[src/rtl/excep_req_gen.sv]
// excep_req_gen: exception requester. Picks the highest-priority pipeline
// exception source, captures it with its PC and data address, holds the
// request until the controller acknowledges, then pulses flush for one cycle.
module excep_req_gen #(
  parameter int CODE_W  = 4,
  parameter int ADDR_W  = 32,
  parameter int TIMEOUT = 64
) (
  input  logic              clk,
  input  logic              rst,
  input  logic              isFetchIn,
  input  logic              isUndefinedIn,
  input  logic              isPrivelegedIn,
  input  logic              isTrapedIn,
  input  logic              scIn,
  input  logic              isLoadIn,
  input  logic              isStoreIn,
  input  logic              extIntIn,
  input  logic              msrEE,
  input  logic [ADDR_W-1:0] pcIn,
  input  logic [ADDR_W-1:0] dataAddrIn,
  input  logic              ack,
  output logic [CODE_W-1:0] excepCode,
  output logic [ADDR_W-1:0] excepPC,
  output logic [ADDR_W-1:0] excepDAR,
  output logic              stall,
  output logic              flush,
  output logic              ackTimeout
);

  localparam int CNT_W = $clog2(TIMEOUT + 1);

  localparam logic [CODE_W-1:0] CODE_NONE   = CODE_W'(0);
  localparam logic [CODE_W-1:0] CODE_ISI    = CODE_W'(1);
  localparam logic [CODE_W-1:0] CODE_ILL    = CODE_W'(2);
  localparam logic [CODE_W-1:0] CODE_PRIV   = CODE_W'(3);
  localparam logic [CODE_W-1:0] CODE_TRAP   = CODE_W'(4);
  localparam logic [CODE_W-1:0] CODE_SC     = CODE_W'(5);
  localparam logic [CODE_W-1:0] CODE_DSI_LD = CODE_W'(6);
  localparam logic [CODE_W-1:0] CODE_DSI_ST = CODE_W'(7);
  localparam logic [CODE_W-1:0] CODE_EXT    = CODE_W'(8);

  typedef enum logic [1:0] {
    IDLE = 2'd0,
    REQ  = 2'd1,
    DONE = 2'd2
  } state_t;

  state_t            state, stateNext;
  logic              extGated;
  logic              anySrc;
  logic              isDsi;
  logic [CODE_W-1:0] srcCode;
  logic [CNT_W-1:0]  toCnt;

  assign extGated = extIntIn & msrEE;
  assign anySrc   = isFetchIn | isUndefinedIn | isPrivelegedIn | isTrapedIn |
                    scIn | isLoadIn | isStoreIn | extGated;
  assign isDsi    = (srcCode == CODE_DSI_LD) || (srcCode == CODE_DSI_ST);

  // Fixed-priority encoder over the exception sources
  always_comb begin
    srcCode = CODE_NONE;
    if (isFetchIn)           srcCode = CODE_ISI;
    else if (isUndefinedIn)  srcCode = CODE_ILL;
    else if (isPrivelegedIn) srcCode = CODE_PRIV;
    else if (isTrapedIn)     srcCode = CODE_TRAP;
    else if (scIn)           srcCode = CODE_SC;
    else if (isLoadIn)       srcCode = CODE_DSI_LD;
    else if (isStoreIn)      srcCode = CODE_DSI_ST;
    else if (extGated)       srcCode = CODE_EXT;
  end

  // Next-state logic and combinational stall (freezes pipeline in detect cycle)
  always_comb begin
    stateNext = state;
    stall     = 1'b1;
    case (state)
      IDLE: begin
        stall = anySrc;
        if (anySrc) stateNext = REQ;
      end
      REQ:  if (ack)  stateNext = DONE;
      DONE: if (!ack) stateNext = IDLE;
      default: stateNext = IDLE;
    endcase
  end

  // State register
  always_ff @(posedge clk) begin
    if (rst) state <= IDLE;
    else     state <= stateNext;
  end

  // Capture of code/PC/DAR, flush pulse on acknowledge
  always_ff @(posedge clk) begin
    if (rst) begin
      excepCode <= CODE_NONE;
      excepPC   <= '0;
      excepDAR  <= '0;
      flush     <= 1'b0;
    end else begin
      flush <= 1'b0;
      if (state == IDLE && anySrc) begin
        excepCode <= srcCode;
        excepPC   <= pcIn;
        excepDAR  <= isDsi ? dataAddrIn : '0;
      end else if (state == REQ && ack) begin
        excepCode <= CODE_NONE;
        flush     <= 1'b1;
      end
    end
  end

  // Ack-overdue counter: restarts on capture, saturates, sticky flag until reset
  always_ff @(posedge clk) begin
    if (rst) begin
      toCnt      <= '0;
      ackTimeout <= 1'b0;
    end else if (state == IDLE && anySrc) begin
      toCnt <= '0;
    end else if (state == REQ) begin
      if (toCnt != CNT_W'(TIMEOUT)) toCnt <= toCnt + 1'b1;
      if (toCnt == CNT_W'(TIMEOUT - 1)) ackTimeout <= 1'b1;
    end
  end

endmodule

[config.mk]
export PLATFORM = sky130hd
export DESIGN_NAME = excep_req_gen
export DESIGN_NICKNAME = d
export VERILOG_FILES = /design/src/rtl/excep_req_gen.sv
export SDC_FILE = /design/constraint.sdc
export NUM_CORES = 1
export LEC_CHECK = 0
export BUFFER_PORTS_ARGS = -buffer_cell sky130_fd_sc_hd__buf_2
export CORE_MARGIN = 8
export CORE_UTILIZATION = 42
export CTS_BUF_LIST = sky130_fd_sc_hd__clkbuf_2
export CTS_CLUSTER_DIAMETER = 50
export DETAILED_ROUTE_END_ITERATION = 8
export PLACE_DENSITY = 0.81
export SLEW_MARGIN = 20
export SYNTH_ARGS = -nofsm -noshare
export SYNTH_HDL_FRONTEND = slang
export SYNTH_SLANG_ARGS = --single-unit
export TNS_END_PERCENT = 10
[constraint.sdc]
create_clock -name clk -period 2 [get_ports clk]
set_clock_uncertainty 0.2 [all_clocks]
set_input_delay 0.4 -clock clk [delete_from_list [all_inputs] [get_ports clk]]
set_output_delay 0.4 -clock clk [all_outputs]
set_load 0.01 [all_outputs]
==> results_dict.tcl <==
set metrics [dict create \
    fmax_mhz 432.9 \
    ctsHtreeMaxLevel 3 \
    wl_mm 9.144 \
    synthArstFlopShare 0 \
    area_growth_pct 58.07 \
    cp_cell_sequence "buf_2 > or4_4 > or4_4 > buf_6" \
    routedWlPerCell_um 15.09 \
    syn_area_per_cell_um2 9.509 \
    ant_nets 0 \
    cp_slowest_cell "or4_4" \
    die_h_um 98.42 \
    via_per_inst 4.922 \
    nets 600 \
    rr_startpoint "state[0]" \
    worstSetupEndpointType "output port" \
    synth_cells 300 \
    cts-root-buf "clkbuf_2" \
    worst-slew-pin-transition_ns 0.4414 \
    max-cap-violations 0 \
    worst_path_most_repeated_cell "or4_4" \
    holdWs_ns 0.09254 \
    cts_max_path_buffers 2 \
    intPower_w 0.002100 \
    layout_common_cells "buf_2 (145), dfxtp_1 (77), nand2_1 (73)" \
    grt_pass1_vias 3166 \
    grt_overflow 0 \
    finalCriticalPeriod_ns 2.310 \
    synth-seq-area-share 0.5544 \
    p_seq_frac 0.570 \
    dieArea_um2 9686 \
    period_share 1.155 \
    swShare 0.2892 \
    hp-class "input pin to flip-flop" \
    worstHoldStart "rst" \
    drcViolationCount 0 \
    cp-start-kind "input pin" \
    drive_above_1_share 0.3517 \
    hold_end "excepCode[3]" \
    finalSetupViolCount 1 \
    port_buffers 146 \
    row_count 30 \
    grt_antenna_before_repair 0 \
    final_common_cell "buf_2" \
    dpl-instance-area_um2 3724 \
    rsz0062_at_grt "true" \
    power_frac_comb 0.199 \
    syn_nets 378 \
    gp_congestion 0.8165 \
    die_w_um 98.42 \
    p_switching_w 0.0008543 \
    core_um2 6681 \
    violations "negative setup slack" \
    p_leak_nw 2.143 \
    cp_max_fo 2 \
    final_cells 606 \
    cts.reportedPaths.clkPinSlew_ns 0.21 \
    fin_util 0.6749 \
    grt_pass1_wl_mm 14.95 \
    maxSlewViolCount 0 \
    reg2reg_slack_ns 0.13 \
    dp.cells 522 \
    grt_max_degree 39 \
    dp_slack_ns -0.3273 \
    yosysWarnings 0 \
    syn_area_um2 2853 \
    hpwlAfterDp_mm 5.864 \
    drt-pass1-iter-count 4 \
    clock-sinks 79 \
    num_vias 2983 \
    regArea_um2 1587 \
    critPathRequiredTime_ns 1.40 \
    path_depth 4 \
    p_clk_frac 0.231 \
    hold_depth 4 \
    hold_viol_final 0 \
    drt_iter0_markers 79 \
    synth-seq-cells 79 \
    start_util 0.4270 \
    fillers 528 \
    slew-limit-headroom 0.7058 \
    cp_top_family "simple AND/OR/NAND/NOR gates" \
    cts_made_buffers 9 \
    fin_ws_ns -0.3099 \
    vdd_drop_max_uv 321.7 \
    synth_cell_types 39 \
    critPathMaxStageDelay_ns 0.54 \
    worst_ep_arrival_time_ns 1.71 \
    reg2reg_depth 6 \
    r2r-end "excepDAR[17]" \
    cp.buffers_inverters 2 \
    synth_edf_count 0 \
    cts_tree "built" \
    ios 147 \
    fin_area_um2 4509 \
    status "complete, but fails checks" \
    grt_usage 0.1884 \
    synth_flop_cell "dfxtp_1" \
    insertion_delay_ns 0.46 \
    crit_type "input pin to output port" \
    cellPowerDensity_nw_per_um2 655.1 \
    antennaDiodeCount 0 \
    multi_input_area_um2 1141 \
]
[tightest hold or removal path: cells and delay by family]
family / cells / cell delay, ns
buf+inv: 1 / 0.09
compound gates: 1 / 0.08
simple gates: 2 / 0.16
[stage by stage]
stage               TNS (ns)  power, W
CTS                  -0.3149  0.002990
global placement      -19.01  0.002169
finish               -0.3099  0.002954
detailed placement    -20.65  0.002185
global route         -0.3353  0.003110
floorplan             -1.044  0.001977
[layout make-up]
| cell class | instances | share of cell area |
|---|---|---|
| tap | 80 | 0.02220 |
| clock buffer | 9 | 0.009989 |
| multi-input combinational | 196 | 0.2531 |
| sequential | 79 | 0.3518 |
| inverter | 6 | 0.004994 |
| clock inverter | 6 | 0.008324 |
| timing repair buffer | 230 | 0.3496 |
[synthesized netlist by cell type (2+ instances only)]
master,number,area [um^2]
nor2b_1,3,18.77
xor2_1,2,17.52
nor2_1,14,52.55
xnor2_1,4,35.03
a21oi_1,34,170.2
buf_2,3,15.01
dfxtp_1,79,1582
nand2_1,73,274.0
nor3_1,3,15.01
o21ai_0,3,15.01
inv_1,6,22.52
o22ai_1,2,12.51
clkbuf_1,12,45.04
buf_8,3,45.04
o21a_1,2,15.01
a22o_1,32,280.3
nor4_1,2,12.51
ha_1,2,25.02
[how the worst max path moves through the flow]
stage / slack, ns / startpoint / end
floorplan: -0.09 / scIn / stall
global placement: -0.32 / scIn / stall
finish: -0.31 / scIn / stall
CTS: -0.31 / scIn / stall
detailed placement: -0.33 / scIn / stall
global route: -0.34 / state[1] / stall
[power by group through the flow]
stage          registers [W]  clock network (W)  logic (W)
2_1_floorplan        0.00175                  0   0.000231
3_3_place_gp         0.00171                  0   0.000456
5_1_grt              0.00169           0.000770   0.000648
4_1_cts              0.00168           0.000727   0.000580
6_report             0.00168           0.000684   0.000587
3_5_place_dp         0.00172                  0   0.000468
[state kept, by name, indices dropped and copies added, names as in the netlist]
register / flops
ackTimeout: 1
excepCode: 4
excepDAR: 32
excepPC: 32
flush: 1
state: 2
toCnt: 7
[layer usage]
metal / share of wire / wire, um / up-vias / global-route usage
met5: 0 / 0 / - / 0
met2: 0.51 / 4641 / 122 / 0.3328
met4: 0.025 / 229 / 0 / 0.08737
met1: 0.39 / 3599 / 1360 / 0.2004
li1: - / - / 1481 / -
met3: 0.074 / 673 / 20 / 0.05849
[kinds of logic (layout without fill, tap and decap cells)]
group                      count (synthesis)  count (layout)  share of synthesized area
AOI/OAI and AO/OA                         83              83                     0.2079
xor gates and xnor gates                   6               6                    0.01842
adders and majority gates                  2               2                   0.008771
buffers and inverters                     25             251                    0.04868
muxes                                      1               1                   0.003509
DFF                                       79              79                     0.5544
and+or+nand+nor                          104             104                     0.1583
[what timing repair did]
action                                  CTS  global route
gates cloned                              0             0
endpoints found under the setup margin    1            15
buffers inserted                          2             0
hold buffers                             67             0
gates resized for setup                   6             1
endpoints found under the hold margin    67             0
Note: power is estimated with default switching activity, not from simulation.
